[src/rtl/mult_arb_pkg.sv]
// Shared types and defaults for the two-requester multiplier arbiter.
// Optional build macro MULT_ARB_FIXED_PRIO_EN is consumed by mult_share_arb.
package mult_arb_pkg;

  localparam int BW_DEF     = 8;
  localparam int LAT_DEF    = 8;
  localparam int RDEPTH_DEF = 4;

  typedef enum logic {
    REQ0 = 1'b0,
    REQ1 = 1'b1
  } req_id_t;

  typedef struct packed {
    logic    valid;
    req_id_t id;
  } tag_t;

  localparam int CREDIT_W_DEF = $clog2(RDEPTH_DEF + 1);

  function automatic int credit_width(input int depth);
    return $clog2(depth + 1);
  endfunction

  // A single-entry FIFO still needs a one-bit pointer.
  function automatic int ptr_width(input int depth);
    return (depth > 1) ? $clog2(depth) : 1;
  endfunction

endpackage

[src/rtl/mult_rsp_fifo.sv]
// First-word fall-through result FIFO; one instance per requester.
module mult_rsp_fifo
  import mult_arb_pkg::*;
#(
  parameter int bw     = BW_DEF,
  parameter int RDEPTH = RDEPTH_DEF
) (
  input  logic            CLK,
  input  logic            RESETn,
  input  logic            push,
  input  logic [2*bw-1:0] din,
  input  logic            pop,
  output logic [2*bw-1:0] dout,
  output logic            empty,
  output logic            full
);

  localparam int PW   = ptr_width(RDEPTH);
  localparam int CNTW = credit_width(RDEPTH);
  localparam logic [PW-1:0]   LAST_PTR  = PW'(RDEPTH - 1);
  localparam logic [CNTW-1:0] DEPTH_CNT = CNTW'(RDEPTH);

  logic [2*bw-1:0] mem [RDEPTH];
  logic [PW-1:0]   wptr;
  logic [PW-1:0]   rptr;
  logic [CNTW-1:0] count;
  logic            do_push;
  logic            do_pop;

  function automatic logic [PW-1:0] ptr_next(input logic [PW-1:0] p);
    return (p == LAST_PTR) ? '0 : p + 1'b1;
  endfunction

  assign empty   = (count == '0);
  assign full    = (count == DEPTH_CNT);
  assign do_pop  = pop && !empty;
  // A push into a full FIFO is legal when the head leaves on the same edge.
  assign do_push = push && (!full || do_pop);
  assign dout    = empty ? '0 : mem[rptr];

  always_ff @(posedge CLK) begin
    if (do_push) begin
      mem[wptr] <= din;
    end
  end

  always_ff @(posedge CLK or negedge RESETn) begin
    if (!RESETn) begin
      wptr  <= '0;
      rptr  <= '0;
      count <= '0;
    end else begin
      if (do_push) begin
        wptr <= ptr_next(wptr);
      end
      if (do_pop) begin
        rptr <= ptr_next(rptr);
      end
      unique case ({do_push, do_pop})
        2'b10:   count <= count + 1'b1;
        2'b01:   count <= count - 1'b1;
        default: count <= count;
      endcase
    end
  end

endmodule

[src/rtl/mult_share_arb.sv]
// Shares one external pipelined multiplier between two requesters with credit-based result FIFOs.
// Define MULT_ARB_FIXED_PRIO_EN for fixed priority to requester 0; default is round-robin.
module mult_share_arb
  import mult_arb_pkg::*;
#(
  parameter int bw     = BW_DEF,
  parameter int LAT    = LAT_DEF,
  parameter int RDEPTH = RDEPTH_DEF
) (
  input  logic            CLK,
  input  logic            RESETn,
  input  logic            req0_valid,
  output logic            req0_ready,
  input  logic [bw-1:0]   req0_A,
  input  logic [bw-1:0]   req0_B,
  input  logic            req1_valid,
  output logic            req1_ready,
  input  logic [bw-1:0]   req1_A,
  input  logic [bw-1:0]   req1_B,
  output logic [bw-1:0]   mul_A,
  output logic [bw-1:0]   mul_B,
  input  logic [2*bw-1:0] mul_out,
  output logic            rsp0_valid,
  input  logic            rsp0_ready,
  output logic [2*bw-1:0] rsp0_data,
  output logic            rsp1_valid,
  input  logic            rsp1_ready,
  output logic [2*bw-1:0] rsp1_data
);

  localparam int CW = credit_width(RDEPTH);
  localparam logic [CW-1:0] CREDIT_MAX = CW'(RDEPTH);

  logic [CW-1:0] credit0;
  logic [CW-1:0] credit1;
  logic          elig0;
  logic          elig1;
  logic          gnt0;
  logic          gnt1;
  logic          issue;
  req_id_t       gnt_id;
  tag_t          tag_pipe [0:LAT];
  logic          push0;
  logic          push1;
  logic          pop0;
  logic          pop1;
  logic          empty0;
  logic          empty1;
  logic          full0;
  logic          full1;

`ifndef MULT_ARB_FIXED_PRIO_EN
  req_id_t       last_grant;
`endif

  assign elig0 = req0_valid && (credit0 != '0);
  assign elig1 = req1_valid && (credit1 != '0);

  always_comb begin
    gnt0 = 1'b0;
    gnt1 = 1'b0;
`ifdef MULT_ARB_FIXED_PRIO_EN
    gnt0 = elig0;
    gnt1 = elig1 && !elig0;
`else
    if (elig0 && elig1) begin
      gnt0 = (last_grant == REQ1);
      gnt1 = (last_grant == REQ0);
    end else begin
      gnt0 = elig0;
      gnt1 = elig1;
    end
`endif
  end

  assign issue      = gnt0 || gnt1;
  assign gnt_id     = gnt1 ? REQ1 : REQ0;
  assign req0_ready = gnt0;
  assign req1_ready = gnt1;

  always_ff @(posedge CLK or negedge RESETn) begin
    if (!RESETn) begin
      mul_A <= '0;
      mul_B <= '0;
    end else if (issue) begin
      mul_A <= gnt1 ? req1_A : req0_A;
      mul_B <= gnt1 ? req1_B : req0_B;
    end
  end

`ifndef MULT_ARB_FIXED_PRIO_EN
  always_ff @(posedge CLK or negedge RESETn) begin
    if (!RESETn) begin
      last_grant <= REQ1;
    end else if (issue) begin
      last_grant <= gnt_id;
    end
  end
`endif

  // LAT+1 stages: the owner tag sits in the last stage exactly while mul_out
  // holds that operation's product, so the FIFO write lands on edge issue+LAT+1.
  always_ff @(posedge CLK or negedge RESETn) begin
    if (!RESETn) begin
      for (int i = 0; i <= LAT; i++) begin
        tag_pipe[i] <= '0;
      end
    end else begin
      tag_pipe[0] <= '{valid: issue, id: gnt_id};
      for (int i = 1; i <= LAT; i++) begin
        tag_pipe[i] <= tag_pipe[i-1];
      end
    end
  end

  assign push0 = tag_pipe[LAT].valid && (tag_pipe[LAT].id == REQ0);
  assign push1 = tag_pipe[LAT].valid && (tag_pipe[LAT].id == REQ1);

  assign rsp0_valid = !empty0;
  assign rsp1_valid = !empty1;
  assign pop0       = rsp0_valid && rsp0_ready;
  assign pop1       = rsp1_valid && rsp1_ready;

  // A credit is one reserved FIFO slot; it is held from issue until the pop.
  always_ff @(posedge CLK or negedge RESETn) begin
    if (!RESETn) begin
      credit0 <= CREDIT_MAX;
      credit1 <= CREDIT_MAX;
    end else begin
      unique case ({gnt0, pop0})
        2'b10:   credit0 <= credit0 - 1'b1;
        2'b01:   credit0 <= credit0 + 1'b1;
        default: credit0 <= credit0;
      endcase
      unique case ({gnt1, pop1})
        2'b10:   credit1 <= credit1 - 1'b1;
        2'b01:   credit1 <= credit1 + 1'b1;
        default: credit1 <= credit1;
      endcase
    end
  end

  mult_rsp_fifo #(
    .bw     (bw),
    .RDEPTH (RDEPTH)
  ) u_fifo0 (
    .CLK    (CLK),
    .RESETn (RESETn),
    .push   (push0),
    .din    (mul_out),
    .pop    (pop0),
    .dout   (rsp0_data),
    .empty  (empty0),
    .full   (full0)
  );

  mult_rsp_fifo #(
    .bw     (bw),
    .RDEPTH (RDEPTH)
  ) u_fifo1 (
    .CLK    (CLK),
    .RESETn (RESETn),
    .push   (push1),
    .din    (mul_out),
    .pop    (pop1),
    .dout   (rsp1_data),
    .empty  (empty1),
    .full   (full1)
  );

  a_credit0_range: assert property (@(posedge CLK) disable iff (!RESETn) credit0 <= CREDIT_MAX);
  a_credit1_range: assert property (@(posedge CLK) disable iff (!RESETn) credit1 <= CREDIT_MAX);
  a_fifo0_space:   assert property (@(posedge CLK) disable iff (!RESETn) !(push0 && full0 && !pop0));
  a_fifo1_space:   assert property (@(posedge CLK) disable iff (!RESETn) !(push1 && full1 && !pop1));

endmodule

[config.mk]
export PLATFORM = sky130hd
export DESIGN_NAME = mult_share_arb
export DESIGN_NICKNAME = d
export VERILOG_FILES = /design/src/rtl/mult_arb_pkg.sv /design/src/rtl/mult_rsp_fifo.sv /design/src/rtl/mult_share_arb.sv
export SDC_FILE = /design/constraint.sdc
export NUM_CORES = 1
export LEC_CHECK = 0
export BUFFER_PORTS_ARGS = -buffer_cell sky130_fd_sc_hd__buf_2
export CELL_PAD_IN_SITES_DETAIL_PLACEMENT = 0
export CELL_PAD_IN_SITES_GLOBAL_PLACEMENT = 2
export CORE_ASPECT_RATIO = 0.5
export CORE_MARGIN = 1.5
export CORE_UTILIZATION = 30
export DETAILED_ROUTE_END_ITERATION = 6
export PLACE_DENSITY_LB_ADDON = 0.12
export SYNTH_ARGS = -nofsm -noshare
export SYNTH_HDL_FRONTEND = slang
export SYNTH_SLANG_ARGS = --single-unit
[constraint.sdc]
create_clock -name CLK -period 3 [get_ports CLK]
set_input_delay 0.75 -clock CLK [delete_from_list [all_inputs] [get_ports CLK]]
set_output_delay 0.75 -clock CLK [all_outputs]
set_load 0.005 [all_outputs]
==> metrics.txt <==
CTS H-tree depth 4; design area 9030 um^2; Hold Fails Final Rpt 0; Antenna diodes 0; Worst EP required 2.25 ns; Worst Hold Launch tag_pipe[2]; fin crit period 2.787 ns; met3 Track Usage GR 3.787%; achievable frequency 358.8 MHz; reg2reg path depth 7; io pins 106; Critical Path Start Type register; die width 225.0 um; Avg WL per Cell 17.75 um; met1 usage 17.47%; worst skew pair latency 0.43 ns; WHS Path Cells 0; Nets 602; P&R area growth vs syn 22.14%; DRT iter0 DRCs 213; Relative slew margins 50.43%; Slowest Stage Delay on Critical Path 0.58 ns; Post-synth ARST share 30.05%; leak pwr 0.003393 uW; largest net degree at the start of global routing 31; layout cells sized above 1 40.99%; CP arrival 2.04 ns; syn avg cell area 18.30 um^2; Worst-Margin Slew 0.7436 ns; Clock Path Buffers 2; Final Skew 0.008232 ns; vias per std cell 4.523; grt met2 use 20.37%; R2R Setup Slk 0.58 ns; status completed; final setup fails 0; CTS tree yes; vias in the first global route 4221; Final TNS setup 0 ns; IO Port Bufs 105; CTS sink cnt 183; die area 25650 um^2; post-layout util 37.51%; Worst setup EP type primary output; top_reg_cell synth edfxtp_1; register area share after synthesis 70.65%; Worst Setup SP u_fifo1.count[0]; vias after detailed routing 3980; final wirelength 15.62 mm; worst path cell trace or3_1 -> buf_4 -> and2_1 -> buf_2; CTS clk-pin slew, worst paths 0.07 ns; Post-synth EDFFs 128; 1st-pass router iterations 4; Critical R2R Capture u_fifo1.count[2]; Yosys warnings 0; initial antenna violation count 1; Remaining Overflow, GRT 0; Critical Path End rsp1_data[3]; Root Driver clkbuf_16; Max VDD drop 0.3065 mV; Rows 40; mapped cell area 7393 um^2; Post-CTS Hold Fix Bufs 0; Syn Nets 475; period utilization 92.91%; Die Y 114.0 um; Synth Register Bits 183; CP max FO 10; postcts setup bufs 0; final setup margin 0.2126 ns; Routed Antenna Nets 0; busiest grt layer met2; global-route wire length before repair 24.52 mm; total of max-cap violations 0; Hold Crit Class register to register; RSZ-0062 raised after global routing no; placed cell areas 8418 um^2; CTS Buf Count 17; Placer Congestion 0.6676; post-synth cell types 46; P per Cell Area 1005 nW/um^2; total track usage 13.04%; DP Worst Slack 0.4666 ns; Setup CP Type register to primary output; Min Hold Slack 0.3486 ns; slowest CP cell or3_1; drt drc 0; fin. max-slew vios 0; total core area 24070 um^2; Starting Density 30.71%; post_cts resized 0; FF-to-FF Start u_fifo1.count[0]; HPWL Detailed 9.969 mm; Post-Synthesis Cells 404
==> layout by cell type (no fill, tap or decap), drive strengths merged, types with 2 or more instances in the layout <==
| master | instances |
|---|---|
| a31oi | 2 |
| and2 | 43 |
| buf | 127 |
| bufinv | 2 |
| clkbuf | 18 |
| clkinv | 4 |
| clkinvlp | 2 |
| dfrtp | 52 |
| dfstp | 3 |
| edfxtp | 128 |
| fa | 4 |
| ha | 13 |
| inv | 22 |
| mux2 | 10 |
| mux4 | 32 |
| nand2 | 3 |
| nand4 | 2 |
| nor2 | 9 |
| o221a | 16 |
| o311a | 2 |
| o311ai | 2 |
| o31ai | 2 |
| or3 | 19 |
| xnor2 | 3 |
| xor2 | 6 |
==> metrics by stage <==
step                      cells  power [uW]
after global routing        880        9701
final                       880        9075
after global placement      846        6933
after detailed placement    846        6939
after floorplan             404        5681
after CTS                   878        9244
==> registers in the layout, indices dropped and copies added, names as in the netlist <==
register / flops
u_fifo1.rptr: 2
u_fifo0.rptr: 2
credit1: 3
u_fifo1.mem: 64
u_fifo0.mem: 64
credit0: 3
u_fifo0.count: 3
u_fifo1.wptr: 2
u_fifo1.count: 3
mul_A: 8
u_fifo0.wptr: 2
last_grant: 1
tag_pipe: 18
mul_B: 8
==> cells in the mapped netlist (4+ instances only) <==
master	number	area (um^2)
dfrtp_1	52	1301
edfxtp_1	128	3844
buf_2	8	40.04
ha_1	13	162.7
inv_1	16	60.06
clkbuf_1	8	30.03
fa_1	4	80.08
mux2_2	8	90.09
xor2_1	6	52.55
nor2_1	9	33.78
or3_1	19	118.9
mux4_2	32	720.7
and2_1	42	262.8
o221a_2	16	180.2
==> kinds of logic after synthesis <==
kind of cell / synth area share (%)
buf+inv: 2.115
flops: 70.66
mux: 11.51
fa+ha+maj: 3.283
xor+xnor: 1.066
simple gates: 6.905
compound gates: 4.468
==> critical path: cells and delay by family, from the launching register on <==
kind                   cells  cell delay (ns)
AND/OR/NAND/NOR            2             0.75
buffers and inverters      2             0.41
flip-flops                 1             0.45
==> per-layer routing <==
| metal | up-vias | share of wire, % |
|---|---|---|
| met5 | - | 0.077 |
| met4 | 2 | 0.95 |
| met3 | 15 | 5.0 |
| met2 | 85 | 46 |
| met1 | 2068 | 48 |
| li1 | 1810 | - |
==> report_power, final <==
group / leakage, uW / internal (uW) / switching (uW)
logic: 0.00131 / 1580 / 1490
registers: 0.00180 / 3410 / 330
clock network: 0.000286 / 1260 / 1020
==> final cells by class <==
| cell class | count | area [um^2] |
|---|---|---|
| Sequential cell | 183 | 5224 |
| Multi-Input combinational cell | 186 | 2013 |
| Timing Repair Buffer | 127 | 715.7 |
| Tap cell | 336 | 420.4 |
| Clock inverter | 14 | 167.7 |
| Inverter | 16 | 60.06 |
| Fill cell | 2263 | 15040 |
| Clock buffer | 18 | 429.2 |
==> worst min path at each step <==
stage               slack (ns)      endpoint
floorplan                 0.33   tag_pipe[0]
global placement          0.34  tag_pipe[11]
detailed placement        0.33   tag_pipe[0]
CTS                       0.35   tag_pipe[0]
global route              0.35   tag_pipe[5]
finish                    0.35   tag_pipe[0]
Note: power is estimated with default switching activity, not from simulation.
